==> src/rtl/ConvLoopParam.sv <==
// Shared types and arithmetic helpers for the convolution output path.
package ConvLoopParam;

  // Drain sequencing of the output write-back stage.
  typedef enum logic [1:0] {
    RUN   = 2'd0,
    DRAIN = 2'd1,
    DONE  = 2'd2
  } wb_state_t;

  // Signed add clamped to a res-bit two's-complement range (res <= 31).
  // Operands arrive sign-extended to 32 bits so the raw sum cannot wrap.
  function automatic logic signed [31:0] sat_add(
    input logic signed [31:0] a,
    input logic signed [31:0] b,
    input int                 res
  );
    logic signed [31:0] sum;
    logic signed [31:0] max_v;
    logic signed [31:0] min_v;
    sum   = a + b;
    max_v = (32'sd1 <<< (res - 1)) - 32'sd1;
    min_v = -(32'sd1 <<< (res - 1));
    if (sum > max_v) return max_v;
    if (sum < min_v) return min_v;
    return sum;
  endfunction

endpackage

==> src/rtl/wb_sync_fifo.sv <==
// Single-clock FIFO with occupancy count and same-cycle push/pop.
module wb_sync_fifo #(
  parameter int DEPTH = 8,
  parameter int WIDTH = 160
) (
  input  logic                   clk,
  input  logic                   rst_n,
  input  logic                   push,
  input  logic [WIDTH-1:0]       wdata,
  input  logic                   pop,
  output logic [WIDTH-1:0]       rdata,
  output logic                   full,
  output logic                   empty,
  output logic [$clog2(DEPTH):0] count
);

  localparam int AW = $clog2(DEPTH);

  logic [WIDTH-1:0] mem [DEPTH];
  logic [AW-1:0]    wr_ptr;
  logic [AW-1:0]    rd_ptr;
  logic [AW:0]      cnt;
  logic             do_push;
  logic             do_pop;

  assign full    = (cnt == (AW+1)'(DEPTH));
  assign empty   = (cnt == '0);
  assign count   = cnt;
  assign rdata   = mem[rd_ptr];
  assign do_pop  = pop && !empty;
  assign do_push = push && (!full || do_pop);

  // Storage write; holds payload only, validity lives in cnt.
  // NOTE: the data array has no reset -- empty/count qualify every read, so
  // clearing it would only cost a reset net fan-out on every storage bit.
  always_ff @(posedge clk) begin
    if (do_push) mem[wr_ptr] <= wdata;
  end

  // Pointer and occupancy bookkeeping; pointers wrap because DEPTH is 2^AW.
  // NOTE: clocked state uses non-blocking assignments so every register
  // samples pre-edge values regardless of statement order.
  always_ff @(posedge clk or negedge rst_n) begin
    if (!rst_n) begin
      wr_ptr <= '0;
      rd_ptr <= '0;
      cnt    <= '0;
    end else begin
      if (do_push) wr_ptr <= wr_ptr + AW'(1);
      if (do_pop)  rd_ptr <= rd_ptr + AW'(1);
      cnt <= cnt + (AW+1)'(do_push) - (AW+1)'(do_pop);
    end
  end

endmodule

==> src/rtl/conv_out_writeback.sv <==
// Convolution output write-back: bias add, saturate, optional ReLU, buffer,
// and write to the output BRAM with a tile drain handshake.
module conv_out_writeback
  import ConvLoopParam::*;
#(
  parameter int RES        = 16,
  parameter int LANES      = 8,
  parameter int POF        = 4,
  parameter int FIFO_DEPTH = 8,
  parameter int ADDR_W     = 32
) (
  input  logic                    clk,
  input  logic                    rst_n,
  input  logic                    in_valid,
  input  logic [ADDR_W-1:0]       in_addr,
  input  logic [LANES*RES-1:0]    in_data,
  input  logic                    tile_done_in,
  input  logic [ADDR_W-1:0]       base_addr,
  input  logic                    relu_en,
  input  logic                    bias_we,
  input  logic [$clog2(POF)-1:0]  bias_idx,
  input  logic [RES-1:0]          bias_val,
  input  logic                    clr_err,
  output logic                    mem_req,
  input  logic                    mem_gnt,
  output logic [ADDR_W-1:0]       mem_addr,
  output logic [LANES*RES-1:0]    mem_wdata,
  output logic                    busy,
  output logic                    drain_done,
  output logic                    err_overflow
);

  localparam int DW = LANES * RES;
  localparam int FW = ADDR_W + DW;
  localparam int IW = $clog2(POF);
  localparam int CW = $clog2(FIFO_DEPTH) + 1;

  logic [IW-1:0]     of_idx;
  logic [RES-1:0]    bias_q [POF];
  logic              s1_valid;
  logic [ADDR_W-1:0] s1_addr;
  logic [DW-1:0]     s1_data;
  logic [DW-1:0]     s1_data_d;
  logic [FW-1:0]     fifo_rdata;
  logic              fifo_full;
  logic              fifo_empty;
  logic [CW-1:0]     fifo_count;
  logic              fifo_push;
  logic              pop;
  logic [CW-1:0]     occ;
  logic              drop;
  logic              accept;
  wb_state_t         state;
  wb_state_t         state_d;

  // Occupancy counts the stage-1 word too, so a word is only refused when
  // every slot it could eventually need is already spoken for.
  assign pop       = mem_req && mem_gnt;
  assign occ       = fifo_count + CW'(s1_valid);
  assign drop      = in_valid && (occ == CW'(FIFO_DEPTH)) && !pop;
  assign accept    = in_valid && !drop;
  assign fifo_push = s1_valid && (!fifo_full || pop);

  assign mem_req   = !fifo_empty;
  assign mem_addr  = fifo_empty ? '0 : fifo_rdata[FW-1:DW];
  assign mem_wdata = fifo_empty ? '0 : fifo_rdata[DW-1:0];
  assign busy      = s1_valid || !fifo_empty || (state != RUN);

  // Per-lane bias add with saturation, then optional ReLU clamp.
  // NOTE: every variable written here gets a default before any branch so
  // no path leaves it holding a value, which would infer a latch.
  always_comb begin : lane_math
    logic [RES-1:0] lane_res;
    s1_data_d = '0;
    lane_res  = '0;
    for (int i = 0; i < LANES; i++) begin
      lane_res = RES'(sat_add(32'(signed'(in_data[i*RES +: RES])),
                              32'(signed'(bias_q[of_idx])), RES));
      if (relu_en && lane_res[RES-1]) lane_res = '0;
      s1_data_d[i*RES +: RES] = lane_res;
    end
  end

  // Stage-1 register: captures processed word and wrapped target address.
  always_ff @(posedge clk or negedge rst_n) begin
    if (!rst_n) begin
      s1_valid <= 1'b0;
      s1_addr  <= '0;
      s1_data  <= '0;
    end else begin
      s1_valid <= accept;
      if (accept) begin
        s1_addr <= base_addr + in_addr;
        s1_data <= s1_data_d;
      end
    end
  end

  // Feature-map index advances on every strobe, dropped or not, so words
  // after an overflow keep their bias alignment.
  always_ff @(posedge clk or negedge rst_n) begin
    if (!rst_n) begin
      of_idx <= '0;
    end else if (state == DONE) begin
      of_idx <= '0;
    end else if (in_valid) begin
      of_idx <= (of_idx == IW'(POF - 1)) ? '0 : of_idx + IW'(1);
    end
  end

  // Bias table; a same-cycle read of the written entry sees the old value.
  always_ff @(posedge clk or negedge rst_n) begin
    if (!rst_n) begin
      for (int i = 0; i < POF; i++) bias_q[i] <= '0;
    end else if (bias_we) begin
      bias_q[bias_idx] <= bias_val;
    end
  end

  // Sticky overflow flag; clearing wins over a simultaneous drop.
  always_ff @(posedge clk or negedge rst_n) begin
    if (!rst_n)       err_overflow <= 1'b0;
    else if (clr_err) err_overflow <= 1'b0;
    else if (drop)    err_overflow <= 1'b1;
  end

  // Drain FSM state register.
  always_ff @(posedge clk or negedge rst_n) begin
    if (!rst_n) state <= RUN;
    else        state <= state_d;
  end

  // Drain FSM next state; DONE lasts one cycle and produces the pulse.
  always_comb begin
    state_d    = state;
    drain_done = 1'b0;
    case (state)
      RUN:     if (tile_done_in) state_d = DRAIN;
      DRAIN:   if (!s1_valid && fifo_empty) state_d = DONE;
      DONE: begin
        drain_done = 1'b1;
        state_d    = RUN;
      end
      default: state_d = RUN;
    endcase
  end

  wb_sync_fifo #(
    .DEPTH (FIFO_DEPTH),
    .WIDTH (FW)
  ) u_fifo (
    .clk   (clk),
    .rst_n (rst_n),
    .push  (fifo_push),
    .wdata ({s1_addr, s1_data}),
    .pop   (pop),
    .rdata (fifo_rdata),
    .full  (fifo_full),
    .empty (fifo_empty),
    .count (fifo_count)
  );

endmodule
==> config.mk <==
export PLATFORM = sky130hd
export DESIGN_NAME = conv_out_writeback
export DESIGN_NICKNAME = d
export VERILOG_FILES = /design/src/rtl/ConvLoopParam.sv /design/src/rtl/wb_sync_fifo.sv /design/src/rtl/conv_out_writeback.sv
export SDC_FILE = /design/constraint.sdc
export NUM_CORES = 2
export LEC_CHECK = 0
export ABC_AREA = 1
export BUFFER_PORTS_ARGS = -buffer_cell sky130_fd_sc_hd__buf_2
export CAP_MARGIN = 10
export CELL_PAD_IN_SITES_DETAIL_PLACEMENT = 1
export CELL_PAD_IN_SITES_GLOBAL_PLACEMENT = 1
export CORE_ASPECT_RATIO = 0.6
export CORE_MARGIN = 2
export CORE_UTILIZATION = 25
export CTS_CLUSTER_SIZE = 40
export DETAILED_ROUTE_END_ITERATION = 10
export GPL_ROUTABILITY_DRIVEN = 0
export MAX_ROUTING_LAYER = met4
export PLACE_DENSITY = 0.59
export SYNTH_ARGS = -nofsm -noshare
export SYNTH_HDL_FRONTEND = slang
export SYNTH_HIERARCHICAL = 1
export SYNTH_SLANG_ARGS = --single-unit
==> constraint.sdc <==
create_clock -name clk -period 12.4 [get_ports clk]
set_clock_uncertainty 0.15 [all_clocks]
set_input_delay 0.62 -clock clk [delete_from_list [all_inputs] [get_ports clk]]
set_output_delay 0.62 -clock clk [all_outputs]
set_load 0.01 [all_outputs]
# After elaboration in Yosys (flattened, before gate mapping)
# Memories as Yosys holds them, arrays and structs flattened.
# Cells that the tools add are included.
[op_classes] reduce_logical=32 n_mux=83 n_addsub=15 eq_ne=7 n_lt_le_gt_ge=19 bitwise=2
[ops] operator="two-way mux 16 bit" count=43
[ops] operator="adder 16 x 16 -> 17 bit" count=8
[ops] operator="greater-than comparator 17 x 16 -> 1 bit, second input constant" count=8
[ops] operator="less-than comparator 17 x 16 -> 1 bit, second input constant" count=8
[ops] operator="two-way mux 128 bit" count=1
[ops] operator="bitwise mux 64 bit" count=1
[ops] operator="adder 32 bit" count=1
[ops] operator="binary-select mux 16 bit (select 2 bit)" count=1
[ops] operator="demux 16 bit (select 2 bit)" count=1
[ops] operator="two-way mux 32 bit" count=1
[ops] operator="two-way mux 1 bit" count=29
[ops] operator="logical AND 1 bit" count=17
[ops] operator="two-way mux 2 bit" count=5
[ops] operator="adder 4 x 1 -> 4 bit" count=2
[ops] operator="equality test 4 bit, second input constant" count=2
[ops] operator="adder 3 x 1 -> 3 bit, second input constant" count=2
[ops] operator=">= comparator 3 bit, second input constant" count=2
[ops] operator="inverter 2 -> 3 bit" count=2
[ops] operator="nonzero test 2 bit" count=3
[ops] operator="zero test 1 bit" count=5
[ops] operator="equality test 2 bit, second input constant" count=2
[ops] operator="zero test 4 bit" count=1
[ops] operator="logical OR 1 bit" count=4
[ops] operator="inequality test 2 bit, second input constant" count=2
[ops] operator="7 further kinds" count=7
[word_totals] word_cells=172 ram_bits=1280 mem_count=1 reg_bits=240
[mem_list] memory="u_fifo.mem" depth=8 word_bits=160 read_ports=1 rd_clocked_by_memory_dff=0 write_ports=1 line_no="wb_sync_fifo.sv:19" text="logic [WIDTH-1:0] mem [DEPTH];"

# Longest topological paths before layout
[logic_depth] word_depth=12 mapped_depth=22 ltp_nobuf=19

# Modules after synthesis
# Netlist, hierarchy kept.
[by_module_without_submodules] mod="wb_sync_fifo" area_each_um2=51834.7 n_inst=1 seq_area_each_um2=38687.1 cells_per_inst=4326
[by_module_without_submodules] mod="conv_out_writeback" area_each_um2=20108.0 n_inst=1 seq_area_each_um2=5755.5 cells_per_inst=3201

# Worst setup path before layout
# No wires, ideal clock.
[synth_timing] path_kind="register to register" from="reg u_fifo.cnt[2], in the netlist u_fifo/count[2]" to="mem u_fifo.mem[0][0] (enable)" period_less_slack_ns=9.193 stages_incl_launch_ff=11 arrival_ns=8.360 setup_time_ns=0.683 slack_ns=3.207 cell_sequence="dfrtp_1 inv_1 ha_1 nand2_1 inv_1 buf_4 inv_4 nand2_2 a21boi_0 nand2_1 nor2_1"
[synth_between] elab_chain_len=8 elab_cells_between_ends=12
[synth_lines] item="start, declared" line_no="wb_sync_fifo.sv:22" text="logic [AW:0] cnt;"
[synth_lines] item="start signal, assigned" line_no="wb_sync_fifo.sv:51" text="cnt <= cnt + (AW+1)'(do_push) - (AW+1)'(do_pop);"
[synth_lines] item="zero test 4 bit" line_no="wb_sync_fifo.sv:27" text="assign empty = (cnt == '0);"
[synth_lines] item="named net fifo_empty" line_no="conv_out_writeback.sv:46" text="logic fifo_empty;"
[synth_lines] item="zero test 1 bit" line_no="conv_out_writeback.sv:64" text="assign mem_req = !fifo_empty;"
[synth_lines] item="named net mem_req" line_no="conv_out_writeback.sv:24" text="output logic mem_req,"
[synth_lines] item="logical AND 1 bit" line_no="conv_out_writeback.sv:58" text="assign pop = mem_req && mem_gnt;"
[synth_lines] item="logical OR 1 bit" line_no="conv_out_writeback.sv:62" text="assign fifo_push = s1_valid && (!fifo_full || pop);"
[synth_lines] item="logical AND 1 bit" line_no="conv_out_writeback.sv:62"
[synth_lines] item="named net fifo_push" line_no="conv_out_writeback.sv:48" text="logic fifo_push;"
[synth_lines] item="logical AND 1 bit" line_no="wb_sync_fifo.sv:31" text="assign do_push = push && (!full || do_pop);"
[synth_lines] item="two-way mux 1 bit" line_no="wb_sync_fifo.sv:37" text="if (do_push) mem[wr_ptr] <= wdata;"
[synth_lines] item="two-way mux 1 bit (not written as such)" line_no="wb_sync_fifo.sv:37"
[synth_lines] item="end, declared" line_no="wb_sync_fifo.sv:19"
# The timed path passes the listed nets, and every way through them passes these cells.

# Final worst setup path
[layout_timing] from="reg u_fifo.rd_ptr[0]" to="out mem_addr[18]"
[layout_between] elab_chain_len=2
[layout_lines] item="start, declared" line_no="wb_sync_fifo.sv:21" text="logic [AW-1:0] rd_ptr;"
[layout_lines] item="start signal, assigned" line_no="wb_sync_fifo.sv:50" text="if (do_pop) rd_ptr <= rd_ptr + AW'(1);"
[layout_lines] item="memory read (8 x 160 bit)"
[layout_lines] item="named net fifo_rdata[146]" line_no="conv_out_writeback.sv:44" text="logic [FW-1:0] fifo_rdata;"
[layout_lines] item="two-way mux 32 bit" line_no="conv_out_writeback.sv:65" text="assign mem_addr = fifo_empty ? '0 : fifo_rdata[FW-1:DW];"
[layout_lines] item="end, declared" line_no="conv_out_writeback.sv:26" text="output logic [ADDR_W-1:0] mem_addr,"
# The timed path passes the listed nets, and every way through them passes these cells.

==> flow_metrics.tcl <==
set metrics [dict create \
    cts.sinks 1520 \
    comb_power_share_pct 46.0 \
    dr.pass1.iters 6 \
    peakVddDrop_v 0.000217 \
    finalWorstSetupSlack_ps 6190 \
    pwr-share-seq_pct 34.2 \
    power_frac_clock_pct 19.8 \
    switching_share_pct 45.1 \
    intPower_uw 12800 \
    worstReg2RegStart "of_idx[0]$_DFFE_PN0P_" \
    max_cap_viol_count 0 \
    drc 0 \
    grt-ovfl-total 0 \
    syn_nets 7924 \
    syn_area_um2 71900 \
    ys_warn_count 6 \
    final_nets 8234 \
    maxSlewHeadroom_pct 18.2 \
    async_reset_ff_share_pct 15.8 \
    arrival_ps 5440 \
    die_area_um2 292000 \
    end_kind "output port" \
    reg2reg_depth 19 \
    tightest_slew_ps 1230 \
    cts_root_buf "clkbuf_16" \
    syn_inst 7527 \
    via_count 52900 \
    cp-startpoint "u_fifo/rd_ptr[0]$_DFFE_PN0N_" \
    die_y_um 420 \
    setup_viol 0 \
    period_needed_ps 6210 \
    power_density_nw_per_um2 281 \
    ys_top_cells_by_count "nand2_1, edfxtp_1, nor2_1" \
    cts_resized 0 \
    grt_max_degree 203 \
    routed_wl_um 244000 \
    wl_per_cell_um 20.7 \
    track_usage_pct 16.9 \
    antenna_left 0 \
    outcome "finished clean" \
    syn_avg_cell_area_um2 9.56 \
    ys_seq_area_share_pct 61.8 \
    drive_gt1_share_pct 9.52 \
    die_x_um 697 \
    numCtsBuffers 157 \
    rsz0062_at_grt "false" \
    synth_top_area_cell "edfxtp_1" \
    drv_slew 0 \
    p_leak_uw 0.0353 \
    grt_pass1_vias 55300 \
    ys_ff_latch 1520 \
    detailedPlace.worstSlack_ps 6910 \
    placed_area_um2 77900 \
    synth-main-ff-cell "edfxtp_1" \
    whs_path_depth 3 \
    clock_latency_ps 810 \
    synth_area_leaders "edfxtp_1, nand2_1, dfrtp_1, nor2_1, inv_1" \
    fin_crit_sh_pct 50.1 \
    viasPerCell 4.48 \
    n_fill_cell 32900 \
    worst_ep_required_time_ps 11630 \
    numPortBuffers 381 \
    final_cell_area_um2 82900 \
    path_class "reg -> out" \
    dpl.hpwl_um 154000 \
    ios 382 \
    synth.distinct_cells 46 \
    crit_fanout 202 \
    cts-htree-levels 4 \
    std_cell_rows 152 \
    syn2layout_area_growth_pct 15.3 \
    path_clk_slew_ps 70 \
    drt-initial-drc-count 3458 \
    hold_viol 0 \
    setup_tns_ps 0 \
    synth_top_area_share_pct 53.4 \
    cts_tree "built" \
    hp-start "bias_val[10]" \
    synth-edff-count 1280 \
    yosysMostFrequentCell "nand2_1" \
    clockBufferDepth 4 \
    fin_util_pct 29.0 \
    antenna_found_initial 16 \
    initial_utilization_pct 25.2 \
    r2r_slack_ps 7260 \
    core-area_um2 286000 \
    critPathLaunchType "register" \
    hold_path_class "in -> reg" \
    grt_pass1_wl_um 362000 \
    fmax_ghz 0.161 \
    power_switching_uw 10500 \
]
-- cell families after synthesis --
logic type	share of synthesized area [%]
AND/OR/NAND/NOR	19.9
adder cells (fa/ha/maj)	3.22
AO/OA/AOI/OAI	7.80
XOR/XNOR	1.29
flip-flops	61.8
buffers and inverters	6.01
-- placed cells by master (no fill, tap or decap), types with 16 or more instances in the layout --
cell and n:
buf_2 380, nor3_1 16, xnor2_1 34, nor2_1 794, nand2_1 2664, o21ai_1 225
dfrtp_1 237, o211ai_1 160, buf_4 85, inv_1 663, edfxtp_1 1280, clkbuf_16 161
clkinv_2 20, o21ai_0 418, nand2_2 22, o21bai_1 20, ha_1 169, xor2_1 72
clkbuf_1 51, nand3_1 141, a21oi_1 157, o22ai_4 16
-- power by group through the flow --
stage	Sequential, uW	Clock, uW	Combinational (uW)
2_1_floorplan	7820	0	6900
3_3_place_gp	8000	0	10800
3_5_place_dp	8080	0	10900
4_1_cts	7980	4780	11000
5_1_grt	8110	4970	12100
6_report	7960	4620	10700
-- state kept, by name, summed over array words and instances, names as in the netlist, 2 cells and up --
signal / cells
u_fifo/mem: 1280
s1_data: 128
bias_q: 64
s1_addr: 32
u_fifo/count: 4
u_fifo/rd_ptr: 3
u_fifo/wr_ptr: 3
of_idx: 2
state: 2
-- worst max-delay path, stage by stage, from the launching register on --
cell,delay [ps]
dfrtp_4,880
buf_4,750
buf_12,520
buf_4,950
o21ai_0,280
o21ai_0,260
nand2_1,80
nand2_1,180
inv_1,60
nor2_1,90
buf_2,170
-- metrics by stage --
step / std cells / hold slack (ps) / power [uW]
5_1_grt: 11800 / 31.3 / 25200
2_1_floorplan: 7527 / 174 / 14700
3_3_place_gp: 11500 / 311 / 18800
4_1_cts: 11800 / 1.97 / 23700
6_report: 11800 / 69.8 / 23300
3_5_place_dp: 11500 / 318 / 19000
-- final timing paths --
path / end
max: mem_addr[18]
min: bias_q[10]$_DFFE_PN0P_
max reg2reg: s1_data[9]$_DFFE_PN0P_
min reg2reg: bias_q[33]$_DFFE_PN0P_
max in group asynchronous: s1_data[76]$_DFFE_PN0P_
min in group asynchronous: s1_addr[19]$_DFFE_PN0P_
-- layout make-up --
type,count,area [um2],share of cell area [%]
Multi-Input combinational cell,5003,23500,28.3
Antenna cell,4,10.0,0.0121
Clock inverter,51,460,0.555
Clock buffer,224,4390,5.29
Timing Repair Buffer,482,2770,3.34
Inverter,673,2550,3.08
Sequential cell,1520,44500,53.6
Tap cell,3850,4820,5.81
-- timing repair --
action	in CTS	in global routing
hold buffers	11	0
endpoints found under the hold margin	64	0
setup buffers	0	0
-- layer usage --
| metal | wire length, um | global-route usage (%) | vias up |
|---|---|---|---|
| met3 | 8130 | 1.94 | 242 |
| met4 | 4760 | 3.43 | 0 |
| met2 | 114000 | 27.4 | 815 |
| met1 | 117000 | 23.0 | 26600 |
| li1 | - | - | 25300 |
| met5 | 0 | - | - |
Power figures use the tool's default switching activity.
